<file path="src/rtl/ps2_pkg.sv">
// Shared PS/2 set-2 scancode constants, direction encodings and parser state type.
package ps2_pkg;

  localparam logic [1:0] DIR_UP    = 2'b00;
  localparam logic [1:0] DIR_DOWN  = 2'b01;
  localparam logic [1:0] DIR_LEFT  = 2'b10;
  localparam logic [1:0] DIR_RIGHT = 2'b11;

  localparam logic [7:0] SC_EXT   = 8'hE0;
  localparam logic [7:0] SC_BRK   = 8'hF0;
  localparam logic [7:0] SC_UP    = 8'h75;
  localparam logic [7:0] SC_DOWN  = 8'h72;
  localparam logic [7:0] SC_LEFT  = 8'h6B;
  localparam logic [7:0] SC_RIGHT = 8'h74;

  typedef enum logic [1:0] {
    PS_IDLE,
    PS_EXT,
    PS_BRK,
    PS_EXT_BRK
  } parse_state_t;

  function automatic logic is_dir_code(input logic [7:0] code);
    return (code == SC_UP) || (code == SC_DOWN) || (code == SC_LEFT) || (code == SC_RIGHT);
  endfunction

  function automatic logic [1:0] code_to_dir(input logic [7:0] code);
    logic [1:0] d;
    d = DIR_UP;
    case (code)
      SC_DOWN:  d = DIR_DOWN;
      SC_LEFT:  d = DIR_LEFT;
      SC_RIGHT: d = DIR_RIGHT;
      default:  d = DIR_UP;
    endcase
    return d;
  endfunction

endpackage

</file>
<file path="src/rtl/ps2_direction_scheduler_dir_fifo.sv">
// Show-ahead FIFO of 2-bit direction codes; a push on a full FIFO is accepted only with a same-cycle pop.
module dir_fifo #(
  parameter int DEPTH = 4
) (
  input  logic                     clk,
  input  logic                     rst_n,
  input  logic                     flush,
  input  logic                     push,
  input  logic [1:0]               push_data,
  input  logic                     pop,
  output logic [1:0]               head,
  output logic [$clog2(DEPTH):0]   count,
  output logic                     full,
  output logic                     empty
);

  localparam int AW = $clog2(DEPTH);

  logic [1:0]    mem [DEPTH];
  logic [AW-1:0] wr_ptr;
  logic [AW-1:0] rd_ptr;
  logic          do_push;
  logic          do_pop;

  assign full    = (count == (AW+1)'(DEPTH));
  assign empty   = (count == '0);
  assign do_pop  = pop && !empty;
  assign do_push = push && (!full || do_pop);
  assign head    = mem[rd_ptr];

  always_ff @(posedge clk) begin
    if (!rst_n) begin
      wr_ptr <= '0;
      rd_ptr <= '0;
      count  <= '0;
      for (int unsigned i = 0; i < DEPTH; i++) mem[i] <= '0;
    end else if (flush) begin
      wr_ptr <= '0;
      rd_ptr <= '0;
      count  <= '0;
    end else begin
      if (do_push) begin
        mem[wr_ptr] <= push_data;
        wr_ptr      <= wr_ptr + 1'b1;
      end
      if (do_pop) rd_ptr <= rd_ptr + 1'b1;
      case ({do_push, do_pop})
        2'b10:   count <= count + 1'b1;
        2'b01:   count <= count - 1'b1;
        default: count <= count;
      endcase
    end
  end

endmodule

</file>
<file path="src/rtl/ps2_direction_scheduler.sv">
// PS/2 scancode parser, held-key tracker and filtered direction queue feeding the game FSM.
module ps2_direction_scheduler
  import ps2_pkg::*;
#(
  parameter int FIFO_DEPTH    = 4,
  parameter int TIMEOUT_CYC   = 100000,
  parameter int REPEAT_EN     = 0,
  parameter int BLOCK_REVERSE = 1
) (
  input  logic                          CLOCK_50,
  input  logic                          KEY,
  input  logic                          EN,
  input  logic [7:0]                    rx_data,
  input  logic                          rx_valid,
  input  logic                          dir_ready,
  output logic                          dir_valid,
  output logic [1:0]                    dir,
  output logic [3:0]                    held,
  output logic [$clog2(FIFO_DEPTH):0]   fifo_count,
  output logic                          overflow
);

  localparam int TW = $clog2(TIMEOUT_CYC + 1);

  parse_state_t state, state_nxt;
  logic [TW-1:0] tmo_cnt;
  logic          make_ev;
  logic          brk_ev;
  logic          code_is_dir;
  logic [1:0]    code_dir;
  logic [1:0]    last_dir;
  logic          last_valid;
  logic          en_d;
  logic          en_fall;
  logic          reverse_hit;
  logic          push_req;
  logic          push_ok;
  logic          pop;
  logic          full;
  logic          empty;

  assign code_is_dir = is_dir_code(rx_data);
  assign code_dir    = code_to_dir(rx_data);

  always_comb begin
    state_nxt = state;
    make_ev   = 1'b0;
    brk_ev    = 1'b0;
    if (rx_valid) begin
      case (state)
        PS_IDLE: begin
          if (rx_data == SC_EXT)      state_nxt = PS_EXT;
          else if (rx_data == SC_BRK) state_nxt = PS_BRK;
          else                        make_ev   = code_is_dir;
        end
        PS_EXT: begin
          if (rx_data == SC_EXT)      state_nxt = PS_EXT;
          else if (rx_data == SC_BRK) state_nxt = PS_EXT_BRK;
          else begin
            make_ev   = code_is_dir;
            state_nxt = PS_IDLE;
          end
        end
        default: begin
          brk_ev    = code_is_dir;
          state_nxt = PS_IDLE;
        end
      endcase
    end else if (state != PS_IDLE && tmo_cnt == '0) begin
      state_nxt = PS_IDLE;
    end
  end

  // Counter is loaded with TIMEOUT_CYC-1 so a prefix aborts on the TIMEOUT_CYC-th idle edge.
  always_ff @(posedge CLOCK_50) begin
    if (!KEY) begin
      state   <= PS_IDLE;
      tmo_cnt <= '0;
    end else begin
      state <= state_nxt;
      if (rx_valid)            tmo_cnt <= TW'(TIMEOUT_CYC - 1);
      else if (tmo_cnt != '0) tmo_cnt <= tmo_cnt - 1'b1;
    end
  end

  assign dir_valid   = !empty && EN;
  assign pop         = dir_valid && dir_ready;
  assign en_fall     = en_d && !EN;
  assign reverse_hit = (BLOCK_REVERSE != 0) && last_valid && (code_dir == (last_dir ^ 2'b01));
  assign push_req    = make_ev && EN && (!held[code_dir] || (REPEAT_EN != 0)) && !reverse_hit;
  assign push_ok     = push_req && (!full || pop);

  always_ff @(posedge CLOCK_50) begin
    if (!KEY) begin
      held       <= '0;
      last_dir   <= DIR_UP;
      last_valid <= 1'b0;
      overflow   <= 1'b0;
      en_d       <= 1'b0;
    end else begin
      en_d <= EN;
      if (make_ev)     held[code_dir] <= 1'b1;
      else if (brk_ev) held[code_dir] <= 1'b0;
      if (en_fall) begin
        last_valid <= 1'b0;
        overflow   <= 1'b0;
      end else begin
        if (push_ok) begin
          last_dir   <= code_dir;
          last_valid <= 1'b1;
        end
        if (push_req && full && !pop) overflow <= 1'b1;
      end
    end
  end

  dir_fifo #(.DEPTH(FIFO_DEPTH)) u_fifo (
    .clk       (CLOCK_50),
    .rst_n     (KEY),
    .flush     (!EN),
    .push      (push_req),
    .push_data (code_dir),
    .pop       (pop),
    .head      (dir),
    .count     (fifo_count),
    .full      (full),
    .empty     (empty)
  );

endmodule

</file>
<file path="config.mk">
export PLATFORM = sky130hd
export DESIGN_NAME = ps2_direction_scheduler
export DESIGN_NICKNAME = d
export VERILOG_FILES = /design/src/rtl/ps2_pkg.sv /design/src/rtl/ps2_direction_scheduler_dir_fifo.sv /design/src/rtl/ps2_direction_scheduler.sv
export SDC_FILE = /design/constraint.sdc
export NUM_CORES = 1
export LEC_CHECK = 0
export CAP_MARGIN = 30
export CORE_ASPECT_RATIO = 0.9
export CORE_MARGIN = 1.5
export CORE_UTILIZATION = 50
export DETAILED_ROUTE_END_ITERATION = 10
export DONT_BUFFER_PORTS = 1
export HOLD_SLACK_MARGIN = 0.12
export PLACE_DENSITY_LB_ADDON = 0.3
export REMOVE_ABC_BUFFERS = 1
export SETUP_SLACK_MARGIN = 0.2
export SKIP_CTS_REPAIR_TIMING = 1
export SYNTH_ARGS = -nofsm -noshare
export SYNTH_HDL_FRONTEND = slang
export SYNTH_SLANG_ARGS = --single-unit
</file>
<file path="constraint.sdc">
create_clock -name CLOCK_50 -period 8.3 [get_ports CLOCK_50]
set_input_delay 1.66 -clock CLOCK_50 [delete_from_list [all_inputs] [get_ports CLOCK_50]]
set_output_delay 1.66 -clock CLOCK_50 [all_outputs]
set_load 0.05 [all_outputs]
</file>
# After elaboration in Yosys (flattened, before gate mapping)
# Memory sizes are Yosys's and may differ from the RTL's. A register that Yosys moved wholly into a read port is not among the register bits.
# Index checks and enable logic that the tools add are counted.
[totals]
regBits = 35
ram_bits = 8
inputBits = 13
output_inout_bits = 11
elab_cells = 111
n_memories = 1
[mem_list]
columns = ["name", "words", "width", "read_ports", "rd_clocked_by_memory_dff", "write_ports", "line_no", "text"]
rows = [
  ["u_fifo.mem", 4, 2, 1, 1, 4, "ps2_direction_scheduler_dir_fifo.sv:19", "logic [1:0] mem [DEPTH];"],
]
[op_classes]
add_sub_neg = 5
n_lt_le_gt_ge = 2
n_eq_ne = 12
muxes = 33
n_bitwise = 6
reduce_logical = 41
[ops]
columns = ["cell", "n"]
rows = [
  ["17-bit 2-to-1 mux", 2],
  ["8-bit by 7-bit equality test with 1-bit output, second input constant", 4],
  ["2-bit 2-to-1 mux", 10],
  ["17-bit zero test", 1],
  ["17-bit nonzero test", 1],
  ["17-bit by 1-bit subtractor with 17-bit output, second input constant", 1],
  ["8-bit equality test, second input constant", 2],
  ["1-bit logical AND", 14],
  ["1-bit 2-to-1 mux", 14],
  ["2-bit nonzero test", 5],
  ["4-bit 2-to-1 mux", 2],
  ["2-bit OR reduction", 4],
  ["1-bit zero test", 6],
  ["2-bit one-hot mux with 3 select lines", 1],
  ["3-bit one-hot mux with 2 select lines", 1],
  ["2-bit AND reduction", 3],
  ["1-bit logical OR", 5],
  ["2-bit by 1-bit adder with 2-bit output, second input constant", 2],
  ["4-bit AND", 1],
  ["2-bit by 1-bit equality test with 1-bit output, second input constant", 2],
  ["4-bit != test, second input constant", 1],
  ["4-bit inverter", 1],
  ["4-bit OR", 1],
  ["2-bit one-hot mux with 2 select lines", 1],
  ["other kinds (12)", 14],
]

# Depth between registers and ports, before layout
[logic_depth]
word_depth = 18
depth_mapped = 12
ltp_nobuf = 11

# Cells and area by module
# A second synthesis with hierarchy kept.
[hier_totals]
hier_cells = 262
area_unflattened_um2 = 2407.3
[modules_own_cells]
columns = ["mod", "n_inst", "cells_per_inst", "area_each_um2", "seq_area_each_um2"]
rows = [
  ["ps2_direction_scheduler", 1, 174, 1486.4, 540.5],
  ["dir_fifo", 1, 88, 920.9, 420.4],
]

# Worst setup path before layout
# Ideal clock, no wire load.
[synth_path]
path_type = "input to register"
startpoint = "in rx_data[0]"
endpoint = "reg u_fifo.count[2]"
setup_time_ns = 0.071
arrival_ns = 4.216
t_required_ns = 8.229
setup_slack_ns = 4.012
path_stages = 12
n_path_buf = 1
path_cell_list = "or3b_1 -> buf_4 -> or4_1 -> a21boi_1 -> o21ai_2 -> nand3_1 -> ha_1 -> inv_1 -> fa_1 -> xor2_1 -> or3_1 -> a21oi_1"
[synth_between]
elab_chain_len = 14
word_cells_on_any_way = 28
cone_classes = "eq/ne: 9; mux: 8; reduce/logical: 11"
[synth_rtl]
columns = ["element", "line_no", "text"]
rows = [
  ["from (decl)", "ps2_direction_scheduler.sv:13", "input logic [7:0] rx_data,"],
  ["8-bit by 7-bit equality test with 1-bit output (on tied branches)", "ps2_pkg.sv:24, ps2_pkg.sv:30", ""],
  ["1-bit logical OR (3 in a row)", "ps2_pkg.sv:24", "return (code == SC_UP) || (code == SC_DOWN) || (code == SC_LEFT) || (code == SC_RIGHT);"],
  ["1-bit 2-to-1 mux", "ps2_direction_scheduler.sv:53, ps2_direction_scheduler.sv:58", ""],
  ["1-bit 2-to-1 mux", "ps2_direction_scheduler.sv:52", "if (rx_data == SC_EXT) state_nxt = PS_EXT;"],
  ["1-bit 2-to-1 mux", "-", ""],
  ["1-bit 2-to-1 mux", "ps2_direction_scheduler.sv:49", "if (rx_valid) begin"],
  ["1-bit logical AND (2 in a row)", "ps2_direction_scheduler.sv:90", "assign push_req = make_ev && EN && (!held[code_dir] || (REPEAT_EN != 0)) && !reverse_hit;"],
  ["1-bit logical AND *", "ps2_direction_scheduler.sv:90", ""],
  ["1-bit logical AND *", "ps2_direction_scheduler_dir_fifo.sv:28", "assign do_push = push && (!full || do_pop);"],
  ["2-bit by 1-bit equality test with 1-bit output / 2-bit equality test (equally long branches)", "ps2_direction_scheduler_dir_fifo.sv:47", "case ({do_push, do_pop})"],
  ["3-bit one-hot mux with 2 select lines / 2-bit nonzero test (equally long branches)", "-", ""],
  ["to (signal assigned)", "ps2_direction_scheduler_dir_fifo.sv:48", "2'b10: count <= count + 1'b1;"],
  ["to (signal assigned)", "ps2_direction_scheduler_dir_fifo.sv:49", "2'b01: count <= count - 1'b1;"],
  ["to (signal assigned)", "ps2_direction_scheduler_dir_fifo.sv:50", "default: count <= count;"],
  ["to (decl)", "ps2_direction_scheduler_dir_fifo.sv:12", "output logic [$clog2(DEPTH):0] count,"],
]
# Mark *: on every way between the ends. The rest lies on a longest branch, timed or not. The select of a mux whose other input is x is not followed.
# A chain may end at the register's enable or synchronous reset.

# Worst setup path in the final report
# Same ends and word-level chain as after synthesis.

==> results.md <==
- Status: complete, no violations
- Clock transition at the registers of the reported paths: about 0.08 ns
- Drt total wl: approximately 4400 um
- Main synth FF type: dfxtp_1
- Fin Setup TNS: 0 ns
- Hold WC Path Type: register to register
- Post-Syn Area: between 2000 and 2500 um2
- Worst-Skew Late Latency: roughly 0.29 ns
- CTS root buf: clkbuf_8
- Vias in the first global route: approximately 1600
- Die Area: between 5000 and 6000 um2
- Final hold vios: 0
- Slowest stage delay, CP: 0.52 ns
- Seq/Total Area, Yosys: a little over two fifths
- Register bit count reported by yosys: 44
- Critical path fanouts, max: 8
- Design Area, Final: 2470 um2
- Post-synth top area cell: dfxtp_1
- Post-synth ARST share: 0%
- Setup ws final: 4.09 ns
- Die Span X: around 74 um
- Worst rel slew slack: between 30% and 40%
- First-pass DRT Iterations: 4
- Max_cap viols: 0
- Initial Util: roughly half
- Most frequent cells in the layout: nor2_1, dfxtp_1, nand2_1, a21oi_1, xnor2_1
- VDD IR max: slightly above 90 uV
- Worst-Margin Slew: 0.916 ns
- Final Wtd Congestion: 0.817
- Pin count of the biggest net entering global routing: 16
- Clock Sinks: 44
- Nets: ~280
- Leak: ~0.82 nW
- Via count: approximately 1800
- Post-DP HPWL: 3130 um
- Dpl ws: roughly 3.8 ns
- Period Utilization, post-route: between 50 and 60%
- Core box area: 4430 um2
- CP arrival: around 4.4 ns
- Clock tree buffer depth: 2
- Cell Pwr Density: 182 nW/um2
- FMAX: between 0.2 and 0.25 GHz
- Mean Syn Cell Area: 8.86 um2
- Share of post-route cells with drive strength above 1: roughly 7%
- Setup CP Type: input port to register
- Mapped Cells: around 260
- Ant. Diodes: 0
- Placed Cells: approximately 320
- Endpoint type of the worst setup path: register
- Starting DRT DRC Count: 97
- WL/cell: approximately 13 um
- Fin crit period: around 4.2 ns
- Cell Rows: 23
- Via-to-Cell Ratio: around 5.6
- Final cell count without fillers: 324
- Antenna Nets Post-Route: 0
- WP data required: ~8.5 ns
- Slew Viols, Final: 0
- Yosys warning count: 0
- RSZ-0062 raised after global routing: no
- Clk_skew: roughly 0.0076 ns
- CP Launch Type: input port
- WP buf/inv: 1
- Post-synthesis cell type count: a little over 50
- Io pins: 24
- Post-synth EDFFs: 8
- Die Y: between 60 and 70 um
- Commonest non-fill, non-tap cell in the layout: nor2_1
- CTS tree: built
- Antenna violations before repair: 0
- Number of buffers created by CTS: 5
- Fraction of post-synthesis cell area in the top cell type by area: 31.4%
- Final setup vio count: 0
- Critical-path cell list: or3b_1 > or4_1 > a21boi_1 > o21ai_2 > nand3_1 > ha_1 > inv_1 > fa_1 > xor2_1 > or3_1 > a21oi_1
- Area delta synth->final: 7.79%
- First-pass GRT wire length: 7270 um
- Crit-path leading delay family: simple AND/OR/NAND/NOR gates
- CTS H-Tree Depth: 2
- Post-DP Area: roughly 2300 um2
- Buffers on Ports: 0
- GRT Total Usage: 18.9%
- DRC: 0
- Top post-synthesis cells by area: dfxtp_1, edfxtp_1, nor2_1
- FILL cells: about 400
- WHS: between 0.4 and 0.5 ns
- Critical-path top delay cell: or3b_1
- Overflow left after global routing: 0
[where the power goes]
part | switching (W) | total [W] | internal [W]
Clock | 0.0000699 | 0.000178 | 0.000108
Sequential | 0.00000815 | 0.000232 | 0.000224
Combinational | 0.0000235 | 0.0000397 | 0.0000162
Total | 0.000102 | 0.000450 | 0.000348
[worst paths after layout]
check / from / endpoint / slack (ns) / depth (start not counted)
worst max-delay path: rx_data[0] / u_fifo.count[2] / 4.09 / 11
worst min-delay path: last_dir[0] / last_dir[0] / 0.49 / 2
worst max register to register: u_fifo.count[2] / u_fifo.count[2] / 5.10 / 9
worst min register to register: last_dir[0] / last_dir[0] / 0.49 / 2
[metal layers]
metal,track usage [%],vias up,share of wire [%]
li1,-,938,-
met1,24.7,832,47
met2,30.6,31,47
met3,5.22,6,4.4
met4,5.45,0,1.1
met5,0,-,0
[cells by family (layout without fill, tap and decap cells)]
group,after synthesis,in the layout,synth area share (%)
and+or+nand+nor,120,120,27.2
buffers and inverters,15,18,2.78
xor gates and xnor gates,18,18,6.87
DFF,44,44,41.9
muxes,5,5,3.27
AOI/OAI and AO/OA,54,54,16.1
adders and majority gates,3,3,1.96
[layout make-up]
class / count / area [um2] / area share [%]
clock buffer: 7 / 97.6 / 3.94
clock inverter: 1 / 30.0 / 1.21
inverter: 10 / 37.5 / 1.52
multi-input combinational: 200 / 1270 / 51.4
sequential: 44 / 961 / 38.8
tap: 62 / 77.6 / 3.13
[tightest hold or removal path, cell delays in order, from the launching register on]
cell and delay, ns:
dfxtp_1 0.32, o31ai_1 0.07, a21oi_1 0.06
[synth_stat cells, types with 4 or more instances]
cell type,number
o31ai_1,4
o21a_1,7
nand2b_1,7
nand3_1,6
edfxtp_1,8
nor2_1,47
inv_1,10
nor4_1,6
nand3b_1,4
nor3_1,10
dfxtp_1,36
o21ai_0,8
a21oi_1,15
or3_1,5
xor2_1,7
xnor2_1,11
nand2_1,15
[through the flow]
stage / total power [W] / utilization, %
after global placement: 0.000276 / 53.0
after global routing: 0.000469 / 55.8
after detailed placement: 0.000276 / 53.0
after floorplan: 0.000269 / -
final: 0.000450 / 55.8
after CTS: 0.000454 / 55.8
(Power assumes the default switching activity.)
